`src/rtl/rggen_bit_field_rs_lease_pkg.sv`:
```
// Shared types and index helpers for the RS bit-field lease controller.
package rggen_bit_field_rs_lease_pkg;

  typedef enum logic [1:0] {
    IDLE,
    COUNT,
    EXPIRE
  } lease_state_e;

  function automatic int calc_index_width(int width);
    return (width > 1) ? $clog2(width) : 1;
  endfunction

  function automatic int wrap_inc(int index, int width);
    return (index + 1 >= width) ? 0 : index + 1;
  endfunction

endpackage

```
`src/rtl/rggen_round_robin_picker.sv`:
```
// Finds the first set request at or above the pointer, wrapping around.
module rggen_round_robin_picker
  import rggen_bit_field_rs_lease_pkg::*;
#(
  parameter  int WIDTH       = 8,
  localparam int INDEX_WIDTH = calc_index_width(WIDTH)
)(
  input  logic [WIDTH-1:0]       i_request,
  input  logic [INDEX_WIDTH-1:0] i_pointer,
  output logic                   o_found,
  output logic [INDEX_WIDTH-1:0] o_index
);

  // Scan from the farthest offset down so the nearest hit is written last.
  always_comb begin
    logic [INDEX_WIDTH-1:0] slot;
    slot    = '0;
    o_found = 1'b0;
    o_index = '0;
    for (int k = WIDTH - 1; k >= 0; k--) begin
      slot = INDEX_WIDTH'((int'(i_pointer) + k) % WIDTH);
      if (i_request[slot]) begin
        o_found = 1'b1;
        o_index = slot;
      end
    end
  end

endmodule

```
`src/rtl/rggen_bit_field_rs_lease_ctrl.sv`:
```
// Lease controller for a read-to-set bit field: times each claimed bit and
// clears it on expiry or on a hardware release request.
module rggen_bit_field_rs_lease_ctrl
  import rggen_bit_field_rs_lease_pkg::*;
#(
  parameter int WIDTH       = 8,
  parameter int TIMER_WIDTH = 16,
  parameter int INDEX_WIDTH = calc_index_width(WIDTH)
)(
  input  logic                   i_clk,
  input  logic                   i_rst_n,
  input  logic                   i_enable,
  input  logic [TIMER_WIDTH-1:0] i_lease_cycles,
  input  logic [WIDTH-1:0]       i_value,
  input  logic [WIDTH-1:0]       i_release,
  output logic [WIDTH-1:0]       o_clear,
  output logic [WIDTH-1:0]       o_expired,
  output logic                   o_busy,
  output logic [INDEX_WIDTH-1:0] o_active_index
);

  lease_state_e           state;
  lease_state_e           state_next;
  logic [TIMER_WIDTH-1:0] count;
  logic [TIMER_WIDTH-1:0] count_next;
  logic [INDEX_WIDTH-1:0] pointer;
  logic [INDEX_WIDTH-1:0] pointer_next;
  logic [INDEX_WIDTH-1:0] index_next;
  logic [INDEX_WIDTH-1:0] index_inc;
  logic [WIDTH-1:0]       cand;
  logic [WIDTH-1:0]       expire_next;
  logic                   pick_found;
  logic [INDEX_WIDTH-1:0] pick_index;

  // A bit already being cleared this cycle must not start a new lease.
  assign cand      = i_value & ~i_release & ~o_clear;
  assign index_inc = INDEX_WIDTH'(wrap_inc(int'(o_active_index), WIDTH));
  assign o_busy    = (state != IDLE);

  rggen_round_robin_picker #(
    .WIDTH (WIDTH)
  ) u_picker (
    .i_request (cand),
    .i_pointer (pointer),
    .o_found   (pick_found),
    .o_index   (pick_index)
  );

  always_comb begin
    state_next   = state;
    count_next   = count;
    pointer_next = pointer;
    index_next   = o_active_index;
    expire_next  = '0;
    case (state)
      IDLE: begin
        if (i_enable && pick_found) begin
          index_next = pick_index;
          count_next = (i_lease_cycles == '0) ? TIMER_WIDTH'(1) : i_lease_cycles;
          state_next = COUNT;
        end
      end
      COUNT: begin
        if (!i_enable || !i_value[o_active_index] || i_release[o_active_index]) begin
          state_next   = IDLE;
          pointer_next = index_inc;
          index_next   = '0;
        end else if (count == TIMER_WIDTH'(1)) begin
          state_next                  = EXPIRE;
          expire_next[o_active_index] = 1'b1;
        end else begin
          count_next = count - TIMER_WIDTH'(1);
        end
      end
      EXPIRE: begin
        state_next   = IDLE;
        pointer_next = index_inc;
        index_next   = '0;
      end
      default: state_next = IDLE;
    endcase
  end

  always_ff @(posedge i_clk) begin
    if (!i_rst_n) begin
      state          <= IDLE;
      count          <= '0;
      pointer        <= '0;
      o_active_index <= '0;
      o_clear        <= '0;
      o_expired      <= '0;
    end else begin
      state          <= state_next;
      count          <= count_next;
      pointer        <= pointer_next;
      o_active_index <= index_next;
      o_clear        <= (i_value & i_release) | expire_next;
      o_expired      <= expire_next;
    end
  end

endmodule

```
`config.mk`:
```
export PLATFORM = sky130hd
export DESIGN_NAME = rggen_bit_field_rs_lease_ctrl
export DESIGN_NICKNAME = d
export VERILOG_FILES = /design/src/rtl/rggen_bit_field_rs_lease_pkg.sv /design/src/rtl/rggen_round_robin_picker.sv /design/src/rtl/rggen_bit_field_rs_lease_ctrl.sv
export SDC_FILE = /design/constraint.sdc
export NUM_CORES = 1
export LEC_CHECK = 0
export CAP_MARGIN = 20
export CORE_ASPECT_RATIO = 2
export CORE_MARGIN = 2
export CORE_UTILIZATION = 48
export DETAILED_ROUTE_END_ITERATION = 12
export PLACE_DENSITY = 0.88
export SYNTH_ARGS = -nofsm -noshare
export SYNTH_HDL_FRONTEND = slang
export SYNTH_HIERARCHICAL = 1
export SYNTH_SLANG_ARGS = --single-unit
export TNS_END_PERCENT = 20
```
`constraint.sdc`:
```
create_clock -name i_clk -period 3.2 [get_ports i_clk]
set_clock_uncertainty 0.1 [all_clocks]
set_input_delay 0.32 -clock i_clk [delete_from_list [all_inputs] [get_ports i_clk]]
set_output_delay 0.32 -clock i_clk [all_outputs]
set_load 0.01 [all_outputs]
```
# Word-level counts from Yosys, hierarchy flattened
# Cells that the tools add are included.
dict set report totals {
  reg_bits 40
  in_bits 35
  wordCells 112
  output_inout_bits 20
}
dict set report op_classes {
  bitwise_logic 6
  magnitude_cmp 11
  n_mux 56
  reduce_logical 16
  n_addsub 9
  eq_ne 8
}
# operator count
set op_table {}
lappend op_table {{$mux W16} 4}
lappend op_table {{$lt A3 B4 Y1 const B} 9}
lappend op_table {{$mux W3} 12}
lappend op_table {{$pmux W16 S2} 1}
lappend op_table {{$bmux W1 S3} 10}
lappend op_table {{$and A8 B8 Y8} 3}
lappend op_table {{$mux W8} 3}
lappend op_table {{$mux W1} 19}
lappend op_table {{$eq A16 B1 Y1 const B} 1}
lappend op_table {{$logic_not A16 Y1} 1}
lappend op_table {{$not A8 Y8} 2}
lappend op_table {{$sub A16 B1 Y16 const B} 1}
lappend op_table {{$add A3 B3 Y3 const B} 4}
lappend op_table {{$pmux W3 S3} 1}
lappend op_table {{$ne A2 B2 Y1 const B} 4}
lappend op_table {{$or A8 B8 Y8} 1}
lappend op_table {{$add A3 B2 Y3 const B} 2}
lappend op_table {{$mux W2} 3}
lappend op_table {{$pmux W3 S2} 1}
lappend op_table {{$reduce_bool A2 Y1} 3}
lappend op_table {{$add A3 B1 Y4 const B} 1}
lappend op_table {{$ge A4 B4 Y1 const B} 1}
lappend op_table {{$pmux W2 S2} 1}
lappend op_table {{$reduce_and A2 Y1} 2}
lappend op_table {{other kinds (13)} 16}

# Longest topological paths before layout
# Gate-level depths: netlist of the first run.
dict set report logic_depth {
  ltp_word 16
  ltp_mapped 15
}

# Hierarchy
# Netlist of the first run, hierarchy kept.
# mod cells_per_inst instances area_each_um2 seq_area_each_um2
set by_module_without_submodules {}
lappend by_module_without_submodules {rggen_bit_field_rs_lease_ctrl 271 1 2307.2 800.8}
lappend by_module_without_submodules {rggen_round_robin_picker 90 1 782.0 0.0}

# Worst setup path after synthesis of the first run
# OpenSTA, ideal clock, no wires.
dict set report synth_timing {
  path_type {register to register}
  startpoint {register pointer[1]}
  endpoint {register count[7]}
  arrival_time_ps 2993
  path_stages_with_launch 16
  path_slack_ps 18
  setup_ps 88
  cell_sequence {dfxtp_1 -> buf_4 -> buf_4 -> inv_1 -> ha_1 -> clkbuf_1 -> mux4_1 -> nor4_1 -> nand4_1 -> nand2_1 -> nand2_1 -> o311ai_0 -> o32a_2 -> buf_4 -> a21oi_1 -> o32ai_2}
}
dict set report synth_between {
  elab_chain_len 14
}
# item line_no
set synth_rtl {}
lappend synth_rtl {{start: declaration} rggen_bit_field_rs_lease_ctrl.sv:26} ;# logic [INDEX_WIDTH-1:0] pointer;
lappend synth_rtl {{start signal: assignment} rggen_bit_field_rs_lease_ctrl.sv:95} ;# pointer <= pointer_next;
lappend synth_rtl {{$add A3 B3 Y3} rggen_round_robin_picker.sv:21} ;# slot = INDEX_WIDTH'((int'(i_pointer) + k) % WIDTH);
lappend synth_rtl {{$bmux W1 S3} rggen_round_robin_picker.sv:22} ;# if (i_request[slot]) begin
lappend synth_rtl {{$mux W1 (implied by the code)} rggen_round_robin_picker.sv:22}
lappend synth_rtl {{$mux W1 (7 in series)} rggen_round_robin_picker.sv:22}
lappend synth_rtl {{$mux W1 (*)} rggen_round_robin_picker.sv:22}
lappend synth_rtl {{named net pick_found} rggen_bit_field_rs_lease_ctrl.sv:32} ;# logic pick_found;
lappend synth_rtl {{$logic_and A1 B1 Y1 (*)} rggen_bit_field_rs_lease_ctrl.sv:57} ;# if (i_enable && pick_found) begin
lappend synth_rtl {{$ne A2 B2 Y1 (no source line) (*)} -}
lappend synth_rtl {{$reduce_and A4 Y1 (no source line) (*)} -}
lappend synth_rtl {{end signal: assignment} rggen_bit_field_rs_lease_ctrl.sv:94} ;# count <= count_next;
lappend synth_rtl {{end: declaration} rggen_bit_field_rs_lease_ctrl.sv:24} ;# logic [TIMER_WIDTH-1:0] count;
# Mark *: on every way through the listed nets, which the timed path passes. The rest lies on a longest branch. The select of a mux whose other input is x is not followed.
# A chain may end at the register's enable or synchronous reset.

# Worst setup path in the final report of the first run
dict set report layout_timing {
  startpoint {input port i_value[3]}
  endpoint {register count[3]}
}
dict set report layout_between {
  elab_chain_len 15
}
# item line_no
set layout_rtl {}
lappend layout_rtl {{start: declaration} rggen_bit_field_rs_lease_ctrl.sv:14} ;# input logic [WIDTH-1:0] i_value,
lappend layout_rtl {{$and A8 B8 Y8 (*) (2 in series)} rggen_bit_field_rs_lease_ctrl.sv:36} ;# assign cand = i_value & ~i_release & ~o_clear;
lappend layout_rtl {{named net cand[3]} rggen_bit_field_rs_lease_ctrl.sv:30} ;# logic [WIDTH-1:0] cand;
lappend layout_rtl {{$bmux W1 S3} rggen_round_robin_picker.sv:22}
lappend layout_rtl {{$mux W1 (implied by the code)} rggen_round_robin_picker.sv:22}
lappend layout_rtl {{$mux W1 (7 in series)} rggen_round_robin_picker.sv:22}
lappend layout_rtl {{$mux W1 (*)} rggen_round_robin_picker.sv:22}
lappend layout_rtl {{named net pick_found} rggen_bit_field_rs_lease_ctrl.sv:32}
lappend layout_rtl {{$logic_and A1 B1 Y1 (*)} rggen_bit_field_rs_lease_ctrl.sv:57}
lappend layout_rtl {{$ne A2 B2 Y1 (no source line) (*)} -}
lappend layout_rtl {{$reduce_and A4 Y1 (no source line) (*)} -}
# Marks and branches as above.

==> flow_summary.html, run 1 <==
<table>
<tr><th>Metric</th><th>Value</th></tr>
<tr><th colspan="2">Outcome</th></tr>
<tr><td>Status</td><td>finished, final reports clean</td></tr>
<tr><th colspan="2">Critical path</th></tr>
<tr><td>Cell-by-cell listing of the critical path</td><td>clkdlybuf4s50_1 -&gt; inv_1 -&gt; nor3_1 -&gt; mux4_1 -&gt; nor4_2 -&gt; nand4_1 -&gt; nand2_1 -&gt; nand2_1 -&gt; o311ai_0 -&gt; o32a_2 -&gt; buf_4 -&gt; a21oi_1 -&gt; o32ai_1</td></tr>
<tr><td>Top cell family by delay on the critical path</td><td>buffers and inverters</td></tr>
<tr><td>Source of the worst register-to-register timing path</td><td>pointer[1]</td></tr>
<tr><td>Worst setup SP type</td><td>input pin</td></tr>
<tr><td>Crit path depth</td><td>13</td></tr>
<tr><td>CP endpoint kind</td><td>flip-flop</td></tr>
<tr><td>Critical setup path kind</td><td>input pin to flip-flop</td></tr>
<tr><td>Worst reg2reg setup slack</td><td>approximately 0.23 ns</td></tr>
<tr><td>Longest individual stage delay on the worst path</td><td>0.55 ns</td></tr>
<tr><td>Maximum fanout along the worst path</td><td>8</td></tr>
<tr><td>Worst Path Required</td><td>3.26 ns</td></tr>
<tr><td>Buffers plus inverters on the worst setup path</td><td>3</td></tr>
<tr><td>Most frequent CP cell</td><td>sky130_fd_sc_hd__nand2_1</td></tr>
<tr><td>Arrival time worst endpoint</td><td>3.09 ns</td></tr>
<tr><td>Depth of the most critical reg-to-reg path</td><td>12</td></tr>
<tr><td>Crit-path slowest cell</td><td>sky130_fd_sc_hd__clkdlybuf4s50_1</td></tr>
<tr><td>End of the worst register-to-register path</td><td>count[3]</td></tr>
<tr><th colspan="2">Job</th></tr>
<tr><td>Reported max-cap violation count</td><td>0</td></tr>
<tr><th colspan="2">Final layout</th></tr>
<tr><td>Antenna diode instance count</td><td>0</td></tr>
<tr><td>Number of nets at the end of the flow</td><td>about 470</td></tr>
<tr><td>Layout-stage area growth over the synthesis result</td><td>30.46%</td></tr>
<tr><td>Filler cell count in the final layout</td><td>516</td></tr>
<tr><td>Layout cells sized above 1</td><td>17.13%</td></tr>
<tr><th colspan="2">Synthesis</th></tr>
<tr><td>Post-Synth Adder-Cell Area</td><td>between 3 and 4%</td></tr>
<tr><td>Share of the yosys chip area belonging to registers</td><td>25.92%</td></tr>
<tr><td>Count of flip-flops with a built-in enable after synthesis</td><td>0</td></tr>
<tr><td>Share of the synthesized area in compound gates (AO/OA/AOI/OAI)</td><td>between 20% and 30%</td></tr>
<tr><td>Most area-consuming cells after synthesis</td><td>sky130_fd_sc_hd__dfxtp_1, sky130_fd_sc_hd__mux2i_1, sky130_fd_sc_hd__nand2_1</td></tr>
<tr><td>Most numerous cell in the Yosys netlist</td><td>sky130_fd_sc_hd__nand2_1</td></tr>
<tr><td>Biggest area consumer among synthesized cells</td><td>sky130_fd_sc_hd__dfxtp_1</td></tr>
<tr><td>Share of synthesized area spent on multiplexers</td><td>between 15 and 20%</td></tr>
<tr><td>Post-synth top area share</td><td>25.92%</td></tr>
<tr><td>Synth Net Count</td><td>roughly 400</td></tr>
<tr><td>Mapped Area</td><td>3089 um2</td></tr>
<tr><td>Combinational family with the most area after synthesis</td><td>simple AND/OR/NAND/NOR gates</td></tr>
<tr><td>Xor/xnor share of the synthesized area</td><td>0.8505%</td></tr>
<tr><td>Number of unique standard cell types used by synthesis</td><td>approximately 70</td></tr>
<tr><td>Synth Register Bits</td><td>40</td></tr>
<tr><td>Number of warnings issued by yosys</td><td>6</td></tr>
<tr><td>Fraction of synthesis flops using an asynchronous set or reset pin</td><td>0%</td></tr>
<tr><td>Most used standard cells in the synthesized netlist</td><td>sky130_fd_sc_hd__nand2_1, sky130_fd_sc_hd__dfxtp_1, sky130_fd_sc_hd__nor2_1, sky130_fd_sc_hd__a21oi_1, sky130_fd_sc_hd__mux2i_1</td></tr>
<tr><td>Average instance area after synthesis</td><td>8.557 um2</td></tr>
<tr><td>Post-synthesis simple-gate area fraction</td><td>23.77%</td></tr>
<tr><td>Post-Synthesis Cells</td><td>between 300 and 400</td></tr>
<tr><td>Most used flip-flop cell after synthesis</td><td>sky130_fd_sc_hd__dfxtp_1</td></tr>
<tr><th colspan="2">Floorplanning</th></tr>
<tr><td>Std-Cell Rows</td><td>41</td></tr>
<tr><td>Initial Utilization</td><td>between 40% and 50%</td></tr>
<tr><td>Die width</td><td>between 60 and 70 um</td></tr>
<tr><td>I/O Pins</td><td>55</td></tr>
<tr><td>Total Die Area</td><td>7132 um2</td></tr>
<tr><td>Placeable core region</td><td>approximately 6300 um2</td></tr>
<tr><td>Die height</td><td>117.5 um</td></tr>
<tr><th colspan="2">GRT</th></tr>
<tr><td>First-pass GRT wire length</td><td>14890 um</td></tr>
<tr><td>Remaining global-route overflow</td><td>0</td></tr>
<tr><td>Overall routing resource usage</td><td>26.98%</td></tr>
<tr><td>Initial antenna violation count</td><td>0</td></tr>
<tr><td>Pin count of the biggest net entering global routing</td><td>38</td></tr>
<tr><td>Via count of the first global-routing pass</td><td>3224</td></tr>
<tr><th colspan="2">Clocking</th></tr>
<tr><td>Clock sink total</td><td>40</td></tr>
<tr><td>Longest Clk Path Bufs</td><td>2</td></tr>
<tr><td>Number of buffers added by the clock tree synthesis step</td><td>5</td></tr>
<tr><td>Depth of the CTS H-tree</td><td>2</td></tr>
<tr><td>Buffer count from post-CTS setup fixing</td><td>0</td></tr>
<tr><td>Worst-skew pair later-pin latency</td><td>0.28 ns</td></tr>
<tr><td>Clock transition at path regs</td><td>around 0.06 ns</td></tr>
<tr><td>Root buffer cell</td><td>sky130_fd_sc_hd__clkbuf_16</td></tr>
<tr><td>Clock tree from TritonCTS</td><td>built</td></tr>
<tr><th colspan="2">Drt</th></tr>
<tr><td>Wirelength, routed</td><td>9160 um</td></tr>
<tr><td>Wirelength per Cell</td><td>17.68 um</td></tr>
<tr><td>Remaining antenna violation count after routing</td><td>0</td></tr>
<tr><td>Total DRC errors in the routed layout</td><td>0</td></tr>
<tr><td>Post-detailed-route via-to-cell ratio</td><td>6.181</td></tr>
<tr><td>Number of detailed-routing iterations run before antenna repair</td><td>5</td></tr>
<tr><td>Number of DRC markers in iteration 0</td><td>187</td></tr>
<tr><td>Number of vias in the routed layout</td><td>3202</td></tr>
<tr><th colspan="2">Placement</th></tr>
<tr><td>HPWL Detailed</td><td>7038 um</td></tr>
<tr><td>Number of buffers inserted by port buffering</td><td>54</td></tr>
<tr><td>GP Congestion</td><td>1.023</td></tr>
<tr><th colspan="2">STA</th></tr>
<tr><td>Worst-Margin Slew</td><td>0.6614 ns</td></tr>
<tr><td>Final max-slew violation count</td><td>0</td></tr>
<tr><td>Worst rel slew slack</td><td>55.81%</td></tr>
<tr><td>Worst Hold Margin</td><td>roughly 0.38 ns</td></tr>
<tr><td>Final period util</td><td>a little over nine tenths</td></tr>
<tr><td>RSZ-0062 raised after global routing</td><td>no</td></tr>
<tr><td>Final Critical Period</td><td>3.022 ns</td></tr>
<tr><td>Final setup violation count</td><td>0</td></tr>
<tr><td>Total Neg Setup Slack</td><td>0 ns</td></tr>
<tr><td>Number of hold violations in the final report</td><td>0</td></tr>
<tr><td>Achievable Freq</td><td>330.9 MHz</td></tr>
<tr><th colspan="2">Pwr</th></tr>
<tr><td>Worst vdd ir</td><td>501.4 uV</td></tr>
<tr><td>Pwr/cell area</td><td>between 800 and 900 nW/um2</td></tr>
<tr><td>Leakage power</td><td>0.001529 uW</td></tr>
<tr><th colspan="2">Min path</th></tr>
<tr><td>Hold Startpoint</td><td>count[14]</td></tr>
<tr><td>Cells on Worst Hold Path</td><td>2</td></tr>
<tr><td>Hold endpoint</td><td>count[14]</td></tr>
<tr><td>Path type of the worst min-delay path</td><td>flip-flop to flip-flop</td></tr>
</table>
## flip-flops by register name (all words and copies together), names as in the netlist
signal and count:
pointer 3, o_active_index 3, o_clear 8, o_expired 8, state 2, count 16
## per-layer routing
layer / up-vias / global-route usage [%] / share of wire (%)
li1: 1496 / - / -
met1: 1523 / 27.58 / 34
met2: 140 / 48.25 / 56
met3: 43 / 3.516 / 4.6
met4: 0 / 16.17 / 5.6
met5: - / 0 / 0
## through the flow
step	worst slack, ns	instance area (um2)	util [%]	power, uW	instances
3_5_place_dp	-0.09589	3857	61.64	2801	510
5_1_grt	0.008202	4030	64.39	3645	518
3_3_place_gp	0.02305	3857	61.64	2742	510
2_1_floorplan	0.01845	3089	-	2224	361
4_1_cts	0.07730	4021	64.25	3380	518
6_report	0.1775	4030	64.39	3433	518
## cell usage in the layout, fill, tap and decap left out, types with 3 or more instances in the layout
cell	count
sky130_fd_sc_hd__mux2_2	6
sky130_fd_sc_hd__and2_1	3
sky130_fd_sc_hd__o21ai_0	9
sky130_fd_sc_hd__o32ai_1	7
sky130_fd_sc_hd__buf_4	31
sky130_fd_sc_hd__a31oi_1	7
sky130_fd_sc_hd__mux2i_1	20
sky130_fd_sc_hd__nor2_1	23
sky130_fd_sc_hd__clkdlybuf4s50_1	54
sky130_fd_sc_hd__nand4_1	4
sky130_fd_sc_hd__a21oi_1	22
sky130_fd_sc_hd__mux4_2	6
sky130_fd_sc_hd__nor3_1	8
sky130_fd_sc_hd__nor4_1	5
sky130_fd_sc_hd__ha_1	7
sky130_fd_sc_hd__nand2_1	43
sky130_fd_sc_hd__o31ai_1	3
sky130_fd_sc_hd__or3_1	3
sky130_fd_sc_hd__nand3_1	11
sky130_fd_sc_hd__nor2b_1	8
sky130_fd_sc_hd__nor2_2	4
sky130_fd_sc_hd__nand2b_1	4
sky130_fd_sc_hd__inv_1	19
sky130_fd_sc_hd__clkbuf_16	5
sky130_fd_sc_hd__dfxtp_1	40
sky130_fd_sc_hd__nor3b_1	9
sky130_fd_sc_hd__o211ai_1	3
sky130_fd_sc_hd__mux4_1	5
sky130_fd_sc_hd__a31o_1	3
sky130_fd_sc_hd__o22ai_1	7
## where the power goes
part	switching, uW	internal, uW	total [uW]
clock network	197	367	564
registers	169	618	787
logic	1160	926	2080
## cell type report
cell class | instances | area, um2 | area share (%)
Inverter | 19 | 71.32 | 1.770
Tap cell | 86 | 107.6 | 2.670
Multi-Input combinational cell | 279 | 2093 | 51.94
Clock inverter | 2 | 35.03 | 0.8693
Timing Repair Buffer | 86 | 793.3 | 19.68
Clock buffer | 6 | 128.9 | 3.198
Sequential cell | 40 | 800.8 | 19.87
## cell families after synthesis
logic type                 Yosys count
adders and majority gates            8
AOI/OAI and AO/OA                   89
xor gates and xnor gates             3
DFF                                 40
muxes                               39
buffers and inverters               42
and+or+nand+nor                    140
## timing repair
item | 4_1_cts | 5_1_grt
endpoints found under the setup margin | 0 | 16
hold buffers | 0 | 0
gates resized for setup | 0 | 2
## tightest hold or removal path, stage by stage (launching register included)
cell and delay, ns:
sky130_fd_sc_hd__dfxtp_1 0.31, sky130_fd_sc_hd__nand2_1 0.05, sky130_fd_sc_hd__o32ai_1 0.07
## worst max-delay path by stage
stage	startpoint	endpoint	slack [ns]
final	i_value[3]	count[3]	0.18
after detailed placement	i_value[6]	count[3]	-0.1
after floorplan	pointer[1]	count[7]	0.02
after global placement	i_value[6]	count[12]	0.02
after global routing	pointer[1]	count[5]	0.008
after CTS	pointer[1]	count[3]	0.08
(Power assumes the default switching activity.)
==> run 2: changes to the inputs <==
--- a/config.mk
+++ b/config.mk
@@ -11,6 +11,7 @@
 export CORE_UTILIZATION = 48
 export DETAILED_ROUTE_END_ITERATION = 12
 export PLACE_DENSITY = 0.88
+export REMOVE_ABC_BUFFERS = 1
 export SYNTH_ARGS = -nofsm -noshare
 export SYNTH_HDL_FRONTEND = slang
 export SYNTH_HIERARCHICAL = 1
==> flow_summary.html, run 2 (synthesis results as in run 1) <==
<table>
<tr><th>Metric</th><th>Value</th></tr>
<tr><th colspan="2">Outcome</th></tr>
<tr><td>Status</td><td>finished, final reports clean (unchanged)</td></tr>
<tr><th colspan="2">Drt</th></tr>
<tr><td>Total DRC errors in the routed layout</td><td>0 (unchanged)</td></tr>
<tr><td>Wirelength, routed</td><td>9453 um (was 9160 um)</td></tr>
<tr><td>Number of detailed-routing iterations run before antenna repair</td><td>5 (unchanged)</td></tr>
<tr><td>Post-detailed-route via-to-cell ratio</td><td>6.159 (was 6.181)</td></tr>
<tr><td>Remaining antenna violation count after routing</td><td>0 (unchanged)</td></tr>
<tr><td>Wirelength per Cell</td><td>18.14 um (was 17.68 um)</td></tr>
<tr><td>Number of DRC markers in iteration 0</td><td>127 (was 187)</td></tr>
<tr><td>Number of vias in the routed layout</td><td>3209 (was 3202)</td></tr>
<tr><th colspan="2">Final layout</th></tr>
<tr><td>Layout-stage area growth over the synthesis result</td><td>30.09% (was 30.46%)</td></tr>
<tr><td>Most common library cell in the layout ignoring fill and taps</td><td>sky130_fd_sc_hd__clkdlybuf4s50_1 (unchanged)</td></tr>
<tr><td>Post-route design area</td><td>4019 um2 (was 4030 um2)</td></tr>
<tr><td>Registers with the highest flip-flop counts</td><td>count (16), o_clear (8), o_expired (8) (unchanged)</td></tr>
<tr><td>Top library cells by usage in the layout, fill and taps aside</td><td>sky130_fd_sc_hd__clkdlybuf4s50_1, sky130_fd_sc_hd__nand2_1, sky130_fd_sc_hd__dfxtp_1, sky130_fd_sc_hd__buf_4, sky130_fd_sc_hd__nor2_1 (unchanged)</td></tr>
<tr><td>Register with the most flip-flops</td><td>count (unchanged)</td></tr>
<tr><td>Flip-flop count of the largest register, all copies and words added</td><td>16 (unchanged)</td></tr>
<tr><td>Number of nets at the end of the flow</td><td>477 (was 474)</td></tr>
<tr><td>Layout cells sized above 1</td><td>17.70% (was 17.13%)</td></tr>
<tr><td>Antenna diode instance count</td><td>0 (unchanged)</td></tr>
<tr><td>Count of placed standard cells in the final layout, fillers left out</td><td>521 (was 518)</td></tr>
<tr><th colspan="2">GRT</th></tr>
<tr><td>Initial antenna violation count</td><td>0 (unchanged)</td></tr>
<tr><td>Via count of the first global-routing pass</td><td>3317 (was 3224)</td></tr>
<tr><td>Pin count of the biggest net entering global routing</td><td>38 (unchanged)</td></tr>
<tr><td>Remaining global-route overflow</td><td>0 (unchanged)</td></tr>
<tr><td>Overall routing resource usage</td><td>28.25% (was 26.98%)</td></tr>
<tr><td>First-pass GRT wire length</td><td>15340 um (was 14890 um)</td></tr>
<tr><th colspan="2">STA</th></tr>
<tr><td>Number of hold violations in the final report</td><td>0 (unchanged)</td></tr>
<tr><td>Final setup violation count</td><td>0 (unchanged)</td></tr>
<tr><td>RSZ-0062 raised after global routing</td><td>no (unchanged)</td></tr>
<tr><td>Worst rel slew slack</td><td>50.34% (was 55.81%)</td></tr>
<tr><td>Final period util</td><td>94.61% (was 94.45%)</td></tr>
<tr><td>Final Critical Period</td><td>3.028 ns (was 3.022 ns)</td></tr>
<tr><td>Worst-Margin Slew</td><td>0.7439 ns (was 0.6614 ns)</td></tr>
<tr><td>Achievable Freq</td><td>330.3 MHz (was 330.9 MHz)</td></tr>
<tr><td>Total Neg Setup Slack</td><td>0 ns (unchanged)</td></tr>
<tr><td>Final max-slew violation count</td><td>0 (unchanged)</td></tr>
<tr><td>Minimum setup slack in the final design</td><td>0.1725 ns (was 0.1775 ns)</td></tr>
<tr><th colspan="2">Clocking</th></tr>
<tr><td>Worst-skew pair later-pin latency</td><td>0.29 ns (was 0.28 ns)</td></tr>
<tr><td>Clock tree from TritonCTS</td><td>built (unchanged)</td></tr>
<tr><td>Number of instances resized during post-cts repair</td><td>0 (unchanged)</td></tr>
<tr><td>Clock transition at path regs</td><td>0.06 ns (about the same)</td></tr>
<tr><td>Hold buffer count at CTS</td><td>0 (unchanged)</td></tr>
<tr><td>Buffer count from post-CTS setup fixing</td><td>0 (unchanged)</td></tr>
<tr><td>Depth of the CTS H-tree</td><td>2 (unchanged)</td></tr>
<tr><td>Longest Clk Path Bufs</td><td>2 (unchanged)</td></tr>
<tr><td>Root buffer cell</td><td>sky130_fd_sc_hd__clkbuf_16 (unchanged)</td></tr>
<tr><td>Clock sink total</td><td>40 (unchanged)</td></tr>
<tr><td>Number of buffers added by the clock tree synthesis step</td><td>5 (unchanged)</td></tr>
<tr><th colspan="2">Floorplanning</th></tr>
<tr><td>Total Die Area</td><td>7132 um2 (unchanged)</td></tr>
<tr><td>Std-Cell Rows</td><td>41 (unchanged)</td></tr>
<tr><td>Placeable core region</td><td>6259 um2 (unchanged)</td></tr>
<tr><td>I/O Pins</td><td>55 (unchanged)</td></tr>
<tr><td>Die height</td><td>117.5 um (unchanged)</td></tr>
<tr><td>Initial Utilization</td><td>49.36% (unchanged)</td></tr>
<tr><td>Die width</td><td>60.73 um (unchanged)</td></tr>
<tr><th colspan="2">Critical path</th></tr>
<tr><td>CP endpoint kind</td><td>flip-flop (unchanged)</td></tr>
<tr><td>Worst setup SP type</td><td>input pin (unchanged)</td></tr>
<tr><td>Most frequent CP cell</td><td>sky130_fd_sc_hd__nand2_1 (unchanged)</td></tr>
<tr><td>Maximum fanout along the worst path</td><td>14 (was 8)</td></tr>
<tr><td>Longest individual stage delay on the worst path</td><td>0.52 ns (was 0.55 ns)</td></tr>
<tr><td>Cell-by-cell listing of the critical path</td><td>clkdlybuf4s50_1 -&gt; nor3b_1 -&gt; mux4_2 -&gt; nor4_1 -&gt; nand4_1 -&gt; nand2_1 -&gt; nand2_1 -&gt; o311ai_0 -&gt; o32a_2 -&gt; buf_4 -&gt; o211ai_1 -&gt; o31ai_1 (was clkdlybuf4s50_1 -&gt; inv_1 -&gt; nor3_1 -&gt; mux4_1 -&gt; nor4_2 -&gt; nand4_1 -&gt; nand2_1 -&gt; nand2_1 -&gt; o311ai_0 -&gt; o32a_2 -&gt; buf_4 -&gt; a21oi_1 -&gt; o32ai_1)</td></tr>
<tr><td>Crit-path slowest cell</td><td>sky130_fd_sc_hd__mux4_2 (was sky130_fd_sc_hd__clkdlybuf4s50_1)</td></tr>
<tr><td>Worst Path Required</td><td>3.30 ns (was 3.26 ns)</td></tr>
<tr><td>Critical setup path kind</td><td>input pin to flip-flop (unchanged)</td></tr>
<tr><td>Arrival time worst endpoint</td><td>3.12 ns (was 3.09 ns)</td></tr>
<tr><th colspan="2">Job</th></tr>
<tr><td>Reported max-cap violation count</td><td>0 (unchanged)</td></tr>
<tr><th colspan="2">Placement</th></tr>
<tr><td>HPWL Detailed</td><td>7394 um (was 7038 um)</td></tr>
<tr><td>Dpl cells</td><td>513 (was 510)</td></tr>
<tr><td>DP Area</td><td>3867 um2 (was 3857 um2)</td></tr>
<tr><td>GP Congestion</td><td>0.9518 (was 1.023)</td></tr>
<tr><td>Setup Slack @ Placement</td><td>-0.05588 ns (was -0.09589 ns)</td></tr>
<tr><td>Number of buffers inserted by port buffering</td><td>54 (unchanged)</td></tr>
<tr><th colspan="2">Pwr</th></tr>
<tr><td>Pwr/cell area</td><td>830.3 nW/um2 (was 851.9 nW/um2)</td></tr>
<tr><td>Leakage power</td><td>0.001535 uW (was 0.001529 uW)</td></tr>
<tr><td>Worst vdd ir</td><td>730.6 uV (was 501.4 uV)</td></tr>
<tr><th colspan="2">Min path</th></tr>
<tr><td>Path type of the worst min-delay path</td><td>flip-flop to flip-flop (unchanged)</td></tr>
</table>
## run 2: changes by cell type in the layout (fill, tap and decap cells not counted), sizes merged
cell | before | now
buf | 32 | 35
bufinv | 1 | 0
clkinv | 1 | 2
## run 2: cell type report
class,instances,area (um2)
repair buffers,89,803.3
clock buffers,6,138.9
well taps,86,107.6
inverters,19,71.32
multi-input cells,279,2087
fillers,528,2240
flip-flops and latches,40,800.8
clock inverters,2,10.01
## run 2: where the power goes
group          internal, uW  total, uW  switching (uW)  leakage [uW]
Clock                   307        514             207     0.0000766
Combinational           908       2010            1100       0.00113
Sequential              617        816             199      0.000327
## run 2: metrics by stage
step                hold slack [ns]  total power, uW  util, %
global route                 0.4072             3564    64.21
detailed placement           0.3815             2791    61.80
global placement             0.3599             2711    61.80
finish                       0.3903             3337    64.21
floorplan                    0.3501             2130        -
CTS                          0.3900             3315    64.17
## run 2: path summary, 6_finish.rpt
kind	cells after the start	start	endpoint	slack, ns
worst max-delay path	12	i_value[7]	count[8]	0.17
worst min-delay path	2	count[14]	count[14]	0.39
worst max register to register	12	pointer[0]	count[8]	0.19
worst min register to register	2	count[14]	count[14]	0.39
## run 2: critical path: cells and delay by family
family | cells | cell delay (ns)
simple gates | 5 | 1.01
buf+inv | 2 | 0.67
compound gates | 4 | 0.60
mux | 1 | 0.52
## run 2: layer usage
layer  GRT usage [%]  share of wire, %  up-vias
met5               0                 0        -
met4           19.02               6.5        0
met3           5.055               3.8       51
met2           49.66                56      126
met1           27.83                34     1528
li1                -                 -     1504
==> run 3: changes to the inputs <==
--- a/config.mk
+++ b/config.mk
@@ -10,7 +10,7 @@
 export CORE_MARGIN = 2
 export CORE_UTILIZATION = 48
 export DETAILED_ROUTE_END_ITERATION = 12
-export PLACE_DENSITY = 0.88
+export PLACE_DENSITY = 0.77
 export REMOVE_ABC_BUFFERS = 1
 export SYNTH_ARGS = -nofsm -noshare
 export SYNTH_HDL_FRONTEND = slang
==> constraint.sdc (replaced) <==
create_clock -name i_clk -period 3.2 [get_ports i_clk]
set_clock_uncertainty 0.1 [all_clocks]
set_input_delay 0.64 -clock i_clk [delete_from_list [all_inputs] [get_ports i_clk]]
set_output_delay 0.64 -clock i_clk [all_outputs]
set_load 0.01 [all_outputs]
==> flow_summary.html, run 3 (synthesis results as in run 1) <==
<table>
<tr><th>Metric</th><th>Value</th></tr>
<tr><th colspan="2">Final layout</th></tr>
<tr><td>Number of nets at the end of the flow</td><td>499 (was 477)</td></tr>
<tr><td>Register with the most flip-flops</td><td>count (unchanged)</td></tr>
<tr><td>Antenna diode instance count</td><td>0 (unchanged)</td></tr>
<tr><td>Top library cells by usage in the layout, fill and taps aside</td><td>sky130_fd_sc_hd__buf_4, sky130_fd_sc_hd__nand2_1, sky130_fd_sc_hd__dfxtp_1, sky130_fd_sc_hd__clkdlybuf4s50_1, sky130_fd_sc_hd__nor2_1 (was sky130_fd_sc_hd__clkdlybuf4s50_1, sky130_fd_sc_hd__nand2_1, sky130_fd_sc_hd__dfxtp_1, sky130_fd_sc_hd__buf_4, sky130_fd_sc_hd__nor2_1)</td></tr>
<tr><td>Post-route design area</td><td>4408 um2 (was 4019 um2)</td></tr>
<tr><td>Post-Route Utilization</td><td>70.43% (was 64.21%)</td></tr>
<tr><td>Registers with the highest flip-flop counts</td><td>count (16), o_clear (8), o_expired (8) (unchanged)</td></tr>
<tr><td>Most common library cell in the layout ignoring fill and taps</td><td>sky130_fd_sc_hd__buf_4 (was sky130_fd_sc_hd__clkdlybuf4s50_1)</td></tr>
<tr><td>Layout cells sized above 1</td><td>24.95% (was 17.70%)</td></tr>
<tr><td>Flip-flop count of the largest register, all copies and words added</td><td>16 (unchanged)</td></tr>
<tr><td>Layout-stage area growth over the synthesis result</td><td>42.69% (was 30.09%)</td></tr>
<tr><th colspan="2">Outcome</th></tr>
<tr><td>Status</td><td>finished, violations left (was finished, final reports clean)</td></tr>
<tr><td>Violations in the final reports</td><td>setup timing</td></tr>
<tr><th colspan="2">Floorplanning</th></tr>
<tr><td>Placeable core region</td><td>6259 um2 (unchanged)</td></tr>
<tr><td>Initial Utilization</td><td>49.36% (unchanged)</td></tr>
<tr><td>I/O Pins</td><td>55 (unchanged)</td></tr>
<tr><td>Std-Cell Rows</td><td>41 (unchanged)</td></tr>
<tr><td>Total Die Area</td><td>7132 um2 (unchanged)</td></tr>
<tr><td>Die width</td><td>60.73 um (unchanged)</td></tr>
<tr><td>Die height</td><td>117.5 um (unchanged)</td></tr>
<tr><th colspan="2">GRT</th></tr>
<tr><td>First-pass GRT wire length</td><td>15990 um (was 15340 um)</td></tr>
<tr><td>Most crowded layer after global routing</td><td>met2 (unchanged)</td></tr>
<tr><td>Overall routing resource usage</td><td>29.12% (was 28.25%)</td></tr>
<tr><td>Met2 layer usage reported by global route</td><td>52.82% (was 49.66%)</td></tr>
<tr><td>Pin count of the biggest net entering global routing</td><td>37 (was 38)</td></tr>
<tr><td>Met1 track utilization from global routing</td><td>27.39% (was 27.83%)</td></tr>
<tr><td>Remaining global-route overflow</td><td>0 (unchanged)</td></tr>
<tr><td>Met3 Track Usage GR</td><td>4.066% (was 5.055%)</td></tr>
<tr><td>Via count of the first global-routing pass</td><td>3422 (was 3317)</td></tr>
<tr><td>Initial antenna violation count</td><td>0 (unchanged)</td></tr>
<tr><th colspan="2">Drt</th></tr>
<tr><td>Number of vias in the routed layout</td><td>3394 (was 3209)</td></tr>
<tr><td>Post-detailed-route via-to-cell ratio</td><td>6.250 (was 6.159)</td></tr>
<tr><td>Wirelength per Cell</td><td>19.83 um (was 18.14 um)</td></tr>
<tr><td>Wirelength, routed</td><td>10770 um (was 9453 um)</td></tr>
<tr><td>Number of detailed-routing iterations run before antenna repair</td><td>4 (was 5)</td></tr>
<tr><td>Total DRC errors in the routed layout</td><td>0 (unchanged)</td></tr>
<tr><td>Number of DRC markers in iteration 0</td><td>167 (was 127)</td></tr>
<tr><td>Remaining antenna violation count after routing</td><td>0 (unchanged)</td></tr>
<tr><th colspan="2">STA</th></tr>
<tr><td>Achievable Freq</td><td>307.5 MHz (was 330.3 MHz)</td></tr>
<tr><td>Minimum setup slack in the final design</td><td>-0.05184 ns (was 0.1725 ns)</td></tr>
<tr><td>Worst-Margin Slew</td><td>0.6221 ns (was 0.7439 ns)</td></tr>
<tr><td>Final max-slew violation count</td><td>0 (unchanged)</td></tr>
<tr><td>Final setup violation count</td><td>5 (was 0)</td></tr>
<tr><td>Number of hold violations in the final report</td><td>0 (unchanged)</td></tr>
<tr><td>Final period util</td><td>101.6% (was 94.61%)</td></tr>
<tr><td>Final Critical Period</td><td>3.252 ns (was 3.028 ns)</td></tr>
<tr><td>Worst rel slew slack</td><td>57.94% (was 50.34%)</td></tr>
<tr><th colspan="2">Pwr</th></tr>
<tr><td>Pwr/cell area</td><td>857.3 nW/um2 (was 830.3 nW/um2)</td></tr>
<tr><td>Leakage power</td><td>0.001816 uW (was 0.001535 uW)</td></tr>
<tr><td>Worst vdd ir</td><td>590.4 uV (was 730.6 uV)</td></tr>
<tr><th colspan="2">Clocking</th></tr>
<tr><td>Clock tree from TritonCTS</td><td>built (unchanged)</td></tr>
<tr><td>Depth of the CTS H-tree</td><td>2 (unchanged)</td></tr>
<tr><td>Clock transition at path regs</td><td>0.06 ns (about the same)</td></tr>
<tr><td>Root buffer cell</td><td>sky130_fd_sc_hd__clkbuf_16 (unchanged)</td></tr>
<tr><td>Worst-skew pair later-pin latency</td><td>0.28 ns (was 0.29 ns)</td></tr>
<tr><td>Hold buffer count at CTS</td><td>0 (unchanged)</td></tr>
<tr><td>Clock sink total</td><td>40 (unchanged)</td></tr>
<tr><td>Longest Clk Path Bufs</td><td>2 (unchanged)</td></tr>
<tr><td>Number of buffers added by the clock tree synthesis step</td><td>5 (unchanged)</td></tr>
<tr><th colspan="2">Critical path</th></tr>
<tr><td>Worst Path Required</td><td>3.25 ns (was 3.30 ns)</td></tr>
<tr><td>Maximum fanout along the worst path</td><td>7 (was 14)</td></tr>
<tr><td>Worst setup SP type</td><td>input pin (unchanged)</td></tr>
<tr><td>Critical setup path kind</td><td>input pin to flip-flop (unchanged)</td></tr>
<tr><td>CP endpoint kind</td><td>flip-flop (unchanged)</td></tr>
<tr><td>Arrival time worst endpoint</td><td>3.31 ns (was 3.12 ns)</td></tr>
<tr><td>Worst reg2reg setup slack</td><td>0.05 ns (was 0.19 ns)</td></tr>
<tr><th colspan="2">Job</th></tr>
<tr><td>Reported max-cap violation count</td><td>0 (unchanged)</td></tr>
<tr><th colspan="2">Placement</th></tr>
<tr><td>GP Congestion</td><td>0.9032 (was 0.9518)</td></tr>
<tr><td>HPWL Detailed</td><td>7565 um (was 7394 um)</td></tr>
<tr><td>DP Area</td><td>4015 um2 (was 3867 um2)</td></tr>
<tr><td>Number of buffers inserted by port buffering</td><td>54 (unchanged)</td></tr>
<tr><th colspan="2">Min path</th></tr>
<tr><td>Path type of the worst min-delay path</td><td>flip-flop to flip-flop (unchanged)</td></tr>
</table>
==> run 3: timing repair <==
action,CTS,global route
setup buffers,0,2
pin swaps,1,8
gates resized for setup,7,35
endpoints found under the setup margin,16,18
gates cloned,0,2
==> run 3: worst paths after layout <==
path,start,to,depth (start not counted)
max reg2reg,pointer[0],count[10],11
min reg2reg,count[13],count[13],2
max,i_release[7],count[10],11
min,count[13],count[13],2
==> run 3: per-layer routing <==
metal  up-vias  routed length, um
met5         -                  0
met4         0                796
met3        70                423
met2       176               6094
met1      1599               3451
li1       1549                  -
==> run 3: power breakdown <==
group / total [uW] / internal (uW) / leakage, uW / switching [uW]
clock: 611 / 411 / 0.0000901 / 200
combinational: 2380 / 1090 / 0.00140 / 1290
sequential: 791 / 618 / 0.000327 / 173
total: 3780 / 2120 / 0.00182 / 1660
==> run 3: cell type report <==
cell class / count / area [um2]
Sequential cell: 40 / 800.8
Fill cell: 490 / 1851
Clock buffer: 7 / 152.6
Clock inverter: 1 / 30.03
Timing Repair Buffer: 110 / 1033
Tap cell: 86 / 107.6
Inverter: 19 / 71.32
Multi-Input combinational cell: 280 / 2212
==> run 3: critical path, cell delays in order <==
cell	delay (ns)
sky130_fd_sc_hd__clkdlybuf4s50_1	0.53
sky130_fd_sc_hd__nor3b_2	0.08
sky130_fd_sc_hd__mux4_2	0.50
sky130_fd_sc_hd__nor4_4	0.31
sky130_fd_sc_hd__nand4_1	0.23
sky130_fd_sc_hd__nand2_1	0.14
sky130_fd_sc_hd__nand2_2	0.08
sky130_fd_sc_hd__o311ai_4	0.10
sky130_fd_sc_hd__o32a_1	0.37
sky130_fd_sc_hd__clkbuf_16	0.22
sky130_fd_sc_hd__o22ai_1	0.11
==> run 3: metrics by stage <==
stage	instances	total power [uW]	setup TNS, ns	setup slack [ns]	hold WS, ns
2_1_floorplan	338	2130	-0.9028	-0.1503	0.3501
3_3_place_gp	531	2821	-4.107	-0.2687	0.3599
3_5_place_dp	531	2883	-6.909	-0.4242	0.3855
4_1_cts	539	3528	0	0.004775	0.3946
5_1_grt	543	3983	-0.5142	-0.09923	0.3991
6_report	543	3779	-0.1316	-0.05184	0.3925
